<file path="src/rtl/popcount_unary_expander.sv">
`default_nettype none
// =============================================================================
// popcount_unary_expander: buffers 3-bit popcount words and re-expands each
// into a 7-bit thermometer stream, one bit per valid/ready beat.
// Revision: 1.0
// =============================================================================
module popcount_unary_expander #(
  parameter int FIFO_DEPTH = 4,
  parameter int FIFO_AW    = 2
) (
  input  logic               clk,
  input  logic               rst,
  input  logic               in_valid,
  output logic               in_ready,
  input  logic               cout,
  input  logic               carry,
  input  logic               sum,
  input  logic               in_mode,
  output logic               out_valid,
  input  logic               out_ready,
  output logic               out_bit,
  output logic               out_first,
  output logic               out_last,
  output logic [FIFO_AW:0]   fifo_level,
  output logic               busy
);

  typedef enum logic [0:0] {
    S_IDLE  = 1'b0,
    S_SHIFT = 1'b1
  } state_t;

  localparam logic [FIFO_AW:0] c_full_level = (FIFO_AW+1)'(FIFO_DEPTH);
  localparam logic [2:0]       c_last_idx   = 3'd6;

  logic [3:0]         r_mem [FIFO_DEPTH];
  logic [FIFO_AW-1:0] r_wptr;
  logic [FIFO_AW-1:0] r_rptr;
  logic [FIFO_AW:0]   r_level;

  state_t     r_state;
  state_t     w_state_nxt;
  logic [2:0] r_idx;
  logic [2:0] w_idx_nxt;
  logic [2:0] r_n;
  logic [2:0] w_n_nxt;
  logic       r_m;
  logic       w_m_nxt;

  logic       w_full;
  logic       w_empty;
  logic       w_push;
  logic       w_pop;
  logic [3:0] w_head;

  assign w_full     = (r_level == c_full_level);
  assign w_empty    = (r_level == '0);
  assign w_push     = in_valid & ~w_full;
  assign w_head     = r_mem[r_rptr];
  assign in_ready   = ~w_full;
  assign fifo_level = r_level;
  assign busy       = (r_state == S_SHIFT) | ~w_empty;

  // Storage needs no reset: the level counter alone defines which entries are live.
  always_ff @(posedge clk) begin
    if (w_push) begin
      r_mem[r_wptr] <= {in_mode, cout, carry, sum};
    end
  end

  always_ff @(posedge clk) begin
    if (rst) begin
      r_wptr  <= '0;
      r_rptr  <= '0;
      r_level <= '0;
    end else begin
      if (w_push) begin
        r_wptr <= r_wptr + FIFO_AW'(1);
      end
      if (w_pop) begin
        r_rptr <= r_rptr + FIFO_AW'(1);
      end
      if (w_push & ~w_pop) begin
        r_level <= r_level + (FIFO_AW+1)'(1);
      end else if (~w_push & w_pop) begin
        r_level <= r_level - (FIFO_AW+1)'(1);
      end
    end
  end

  always_ff @(posedge clk) begin
    if (rst) begin
      r_state <= S_IDLE;
      r_idx   <= '0;
      r_n     <= '0;
      r_m     <= 1'b0;
    end else begin
      r_state <= w_state_nxt;
      r_idx   <= w_idx_nxt;
      r_n     <= w_n_nxt;
      r_m     <= w_m_nxt;
    end
  end

  always_comb begin
    w_state_nxt = r_state;
    w_idx_nxt   = r_idx;
    w_n_nxt     = r_n;
    w_m_nxt     = r_m;
    w_pop       = 1'b0;
    out_valid   = 1'b0;
    out_bit     = 1'b0;
    out_first   = 1'b0;
    out_last    = 1'b0;
    case (r_state)
      S_IDLE: begin
        if (!w_empty) begin
          w_pop                = 1'b1;
          {w_m_nxt, w_n_nxt}   = w_head;
          w_idx_nxt            = 3'd0;
          w_state_nxt          = S_SHIFT;
        end
      end
      S_SHIFT: begin
        out_valid = 1'b1;
        // Zeros-first places the N ones at the tail: bit set once idx reaches 7-N.
        out_bit   = r_m ? ({1'b0, r_idx} >= (4'd7 - {1'b0, r_n})) : (r_idx < r_n);
        out_first = (r_idx == 3'd0);
        out_last  = (r_idx == c_last_idx);
        if (out_ready) begin
          if (r_idx != c_last_idx) begin
            w_idx_nxt = r_idx + 3'd1;
          end else if (!w_empty) begin
            w_pop              = 1'b1;
            {w_m_nxt, w_n_nxt} = w_head;
            w_idx_nxt          = 3'd0;
          end else begin
            w_state_nxt = S_IDLE;
          end
        end
      end
      default: w_state_nxt = S_IDLE;
    endcase
  end

endmodule
`default_nettype wire

</file>
<file path="config.mk">
export PLATFORM = sky130hd
export DESIGN_NAME = popcount_unary_expander
export DESIGN_NICKNAME = d
export VERILOG_FILES = /design/src/rtl/popcount_unary_expander.sv
export SDC_FILE = /design/constraint.sdc
export NUM_CORES = 1
export LEC_CHECK = 0
export ABC_CLOCK_PERIOD_IN_PS = 4050
export CORE_MARGIN = 4
export CORE_UTILIZATION = 25
export CTS_CLUSTER_SIZE = 8
export DETAILED_ROUTE_END_ITERATION = 6
export GPL_ROUTABILITY_DRIVEN = 0
export PLACE_DENSITY_LB_ADDON = 0.08
export SYNTH_ARGS = -nofsm -noshare
export SYNTH_HDL_FRONTEND = slang
export SYNTH_SLANG_ARGS = --single-unit
</file>
<file path="constraint.sdc">
create_clock -name clk -period 4.05 [get_ports clk]
set_input_delay 1.0125 -clock clk [delete_from_list [all_inputs] [get_ports clk]]
set_output_delay 1.0125 -clock clk [all_outputs]
set_load 0.005 [all_outputs]
</file>
==> reports/metrics.csv <==
metric;value;unit
run_status;finished, final reports clean;
hold_path_class;flop to flop;
worstSetupEndpointType;output pin;
fin_ws;0.806;ns
grt_max_degree;18;
drive_gt1_share;8.84;%
synth_area;1560;um^2
final_cell_mix;dfxtp_1, clkdlybuf4s50_1, edfxtp_1;
postRouteWirelength;2800;um
worstPathArrival;2.23;ns
maxCapViolations;0;
yosysSeqAreaShare;52.8;%
gr-total-overflow;0;
die_w;86.9;um
power.density;613;nW/um^2
core;5990;um^2
antenna_found_initial;0;
wire_per_inst;12.6;um
final.setup_skew;0.00175;ns
h-tree-depth;2;
drt_iter0_drc;20;
ys_types;32;
fmax;308;MHz
ctsResizeCount;0;
crit_type;flop to output pin;
wl_met1;1280;um
portBuffers;16;
clockBufferDepth;2;
viasPerCell;4.26;
drc;0;
yosysWarnings;0;
grt_pass1_vias;988;
dp_hpwl;2100;um
grt_pass1_wl;4840;um
die_area;7550;um^2
synthToLayoutAreaGrowth;22.4;%
grt_usage;8.49;%
dp.cells;214;
vias;946;
startpoint_type;flop;
final_nets;169;
cts_tree;built;
slew_viol_final;0;
insertion_delay;0.28;ns
cp_max_fo;3;
dp_slack;0.882;ns
ir_drop;0.000169;V
route.met3.wl;132;um
p_total;1.17;mW
avgSynthCellArea;12.4;um^2
tns;0;ns
worst_pin_slew;0.611;ns
io_pins;17;
relSlewSlack;59.1;%
dpl-instance-area;1800;um^2
fin_crit_sh;80.1;%
p_leak;0.721;nW
drt_pass1_iterations;4;
clk_transition_reported_paths;0.07;ns
design_area;1900;um^2
postCtsHoldBufs;0;
rsz0062_at_grt;false;
hold_viol;0;
synthesis.nets;148;
fillerInstances;603;
numCtsBuffers;5;
root_buffer;clkbuf_8;
layout_commonest_cell;dfxtp_1;
diodes;0;
netlist_instances;125;
dr_wl_met2;1350;um
period_needed;3.24;ns
instances_no_fill;222;
initial_utilization;26.0;%
cts.sinks;33;
postCtsSetupBuffers;0;
worstPathRequired;3.04;ns
topRoutingLayerUsed;met4;
dieHeight;86.9;um
setup_viol;0;
row_count;28;
final_antenna_net_count;0;
ys_ff_latch;33;
[cell families after synthesis]
family                     count (synthesis)  synth area share, %
and+or+nand+nor                           34                 11.2
DFF                                       33                 52.8
adders and majority gates                 15                 12.6
AOI/OAI and AO/OA                         14                 6.03
buffers and inverters                     13                 3.62
muxes                                     11                 11.0
xor gates and xnor gates                   5                 2.82
[path summary, 6_finish.rpt]
kind	startpoint	to	slack, ns	cells after the start
max reg2reg	r_idx[0]	fifo_level[2]	1.62	12
max	r_n[1]	out_bit	0.81	7
min	r_n[0]	r_n[0]	0.55	2
min reg2reg	r_n[0]	r_n[0]	0.55	2
[layer usage]
metal  GRT usage, %  vias to the layer above
met2           13.7                       18
met3           2.93                        4
met1           10.3                      450
met5              0                        -
met4           3.40                        0
li1               -                      474
[sequential cells by signal, summed over array words and instances (netlist names), named ones only]
name / cells
r_mem: 16
fifo_level: 3
r_idx: 3
r_n: 3
r_rptr: 2
r_wptr: 2
r_m: 1
r_state: 1
[cell type report]
cell class	count	area (um^2)	area share (%)
clock inverters	2	33.8	1.77
flip-flops and latches	33	821	43.1
clock buffers	6	72.6	3.81
repair buffers	17	168	8.80
multi-input cells	79	678	35.6
well taps	75	93.8	4.93
inverters	10	37.5	1.97
[critical path, stage by stage, from the launching register on]
cell and delay, ns:
dfxtp_1 0.37, inv_1 0.06, ha_1 0.28, nor2b_1 0.13, o21ai_0 0.11, or3b_1 0.35
a21boi_0 0.15, clkdlybuf4s50_1 0.52
[synthesized netlist by cell type]
master    instances  area, um^2
o311ai_0          1        8.76
nor3_2            1        10.0
o21ai_0           3        15.0
a21boi_0          1        7.51
edfxtp_1         16         480
a31o_2            1        8.76
or3b_1            1        8.76
nor2_1           14        52.6
inv_1            10        37.5
mux2i_1           7        70.1
a21boi_2          1        11.3
or3_1             1        6.26
nor3_1            2        10.0
nand2_1           4        15.0
dfxtp_1          17         340
and3_1            1        6.26
a21oi_2           1        8.76
xnor2_1           3        26.3
buf_6             1        11.3
mux4_1            3        78.8
mux4_2            1        22.5
nor2b_1           1        6.26
o22a_1            1        8.76
ha_1             14         175
xor2_1            2        17.5
nand3_1           1        5.00
a21oi_1           5        25.0
nand2b_1          3        18.8
clkbuf_1          2        7.51
nand3_2           1        10.0
fa_1              1        20.0
and2_1            4        25.0
[through the flow]
stage / hold WS [ns] / utilization, %
floorplan: 0.470 / -
global placement: 0.522 / 30.0
detailed placement: 0.524 / 30.0
CTS: 0.549 / 31.8
global route: 0.607 / 31.8
finish: 0.550 / 31.8
[power breakdown]
group / internal (mW) / total [mW] / leakage, nW / switching [mW]
clock: 0.182 / 0.298 / 0.0528 / 0.116
sequential: 0.418 / 0.490 / 0.286 / 0.0715
combinational: 0.211 / 0.381 / 0.382 / 0.169
Note: power is estimated with default switching activity, not from simulation.
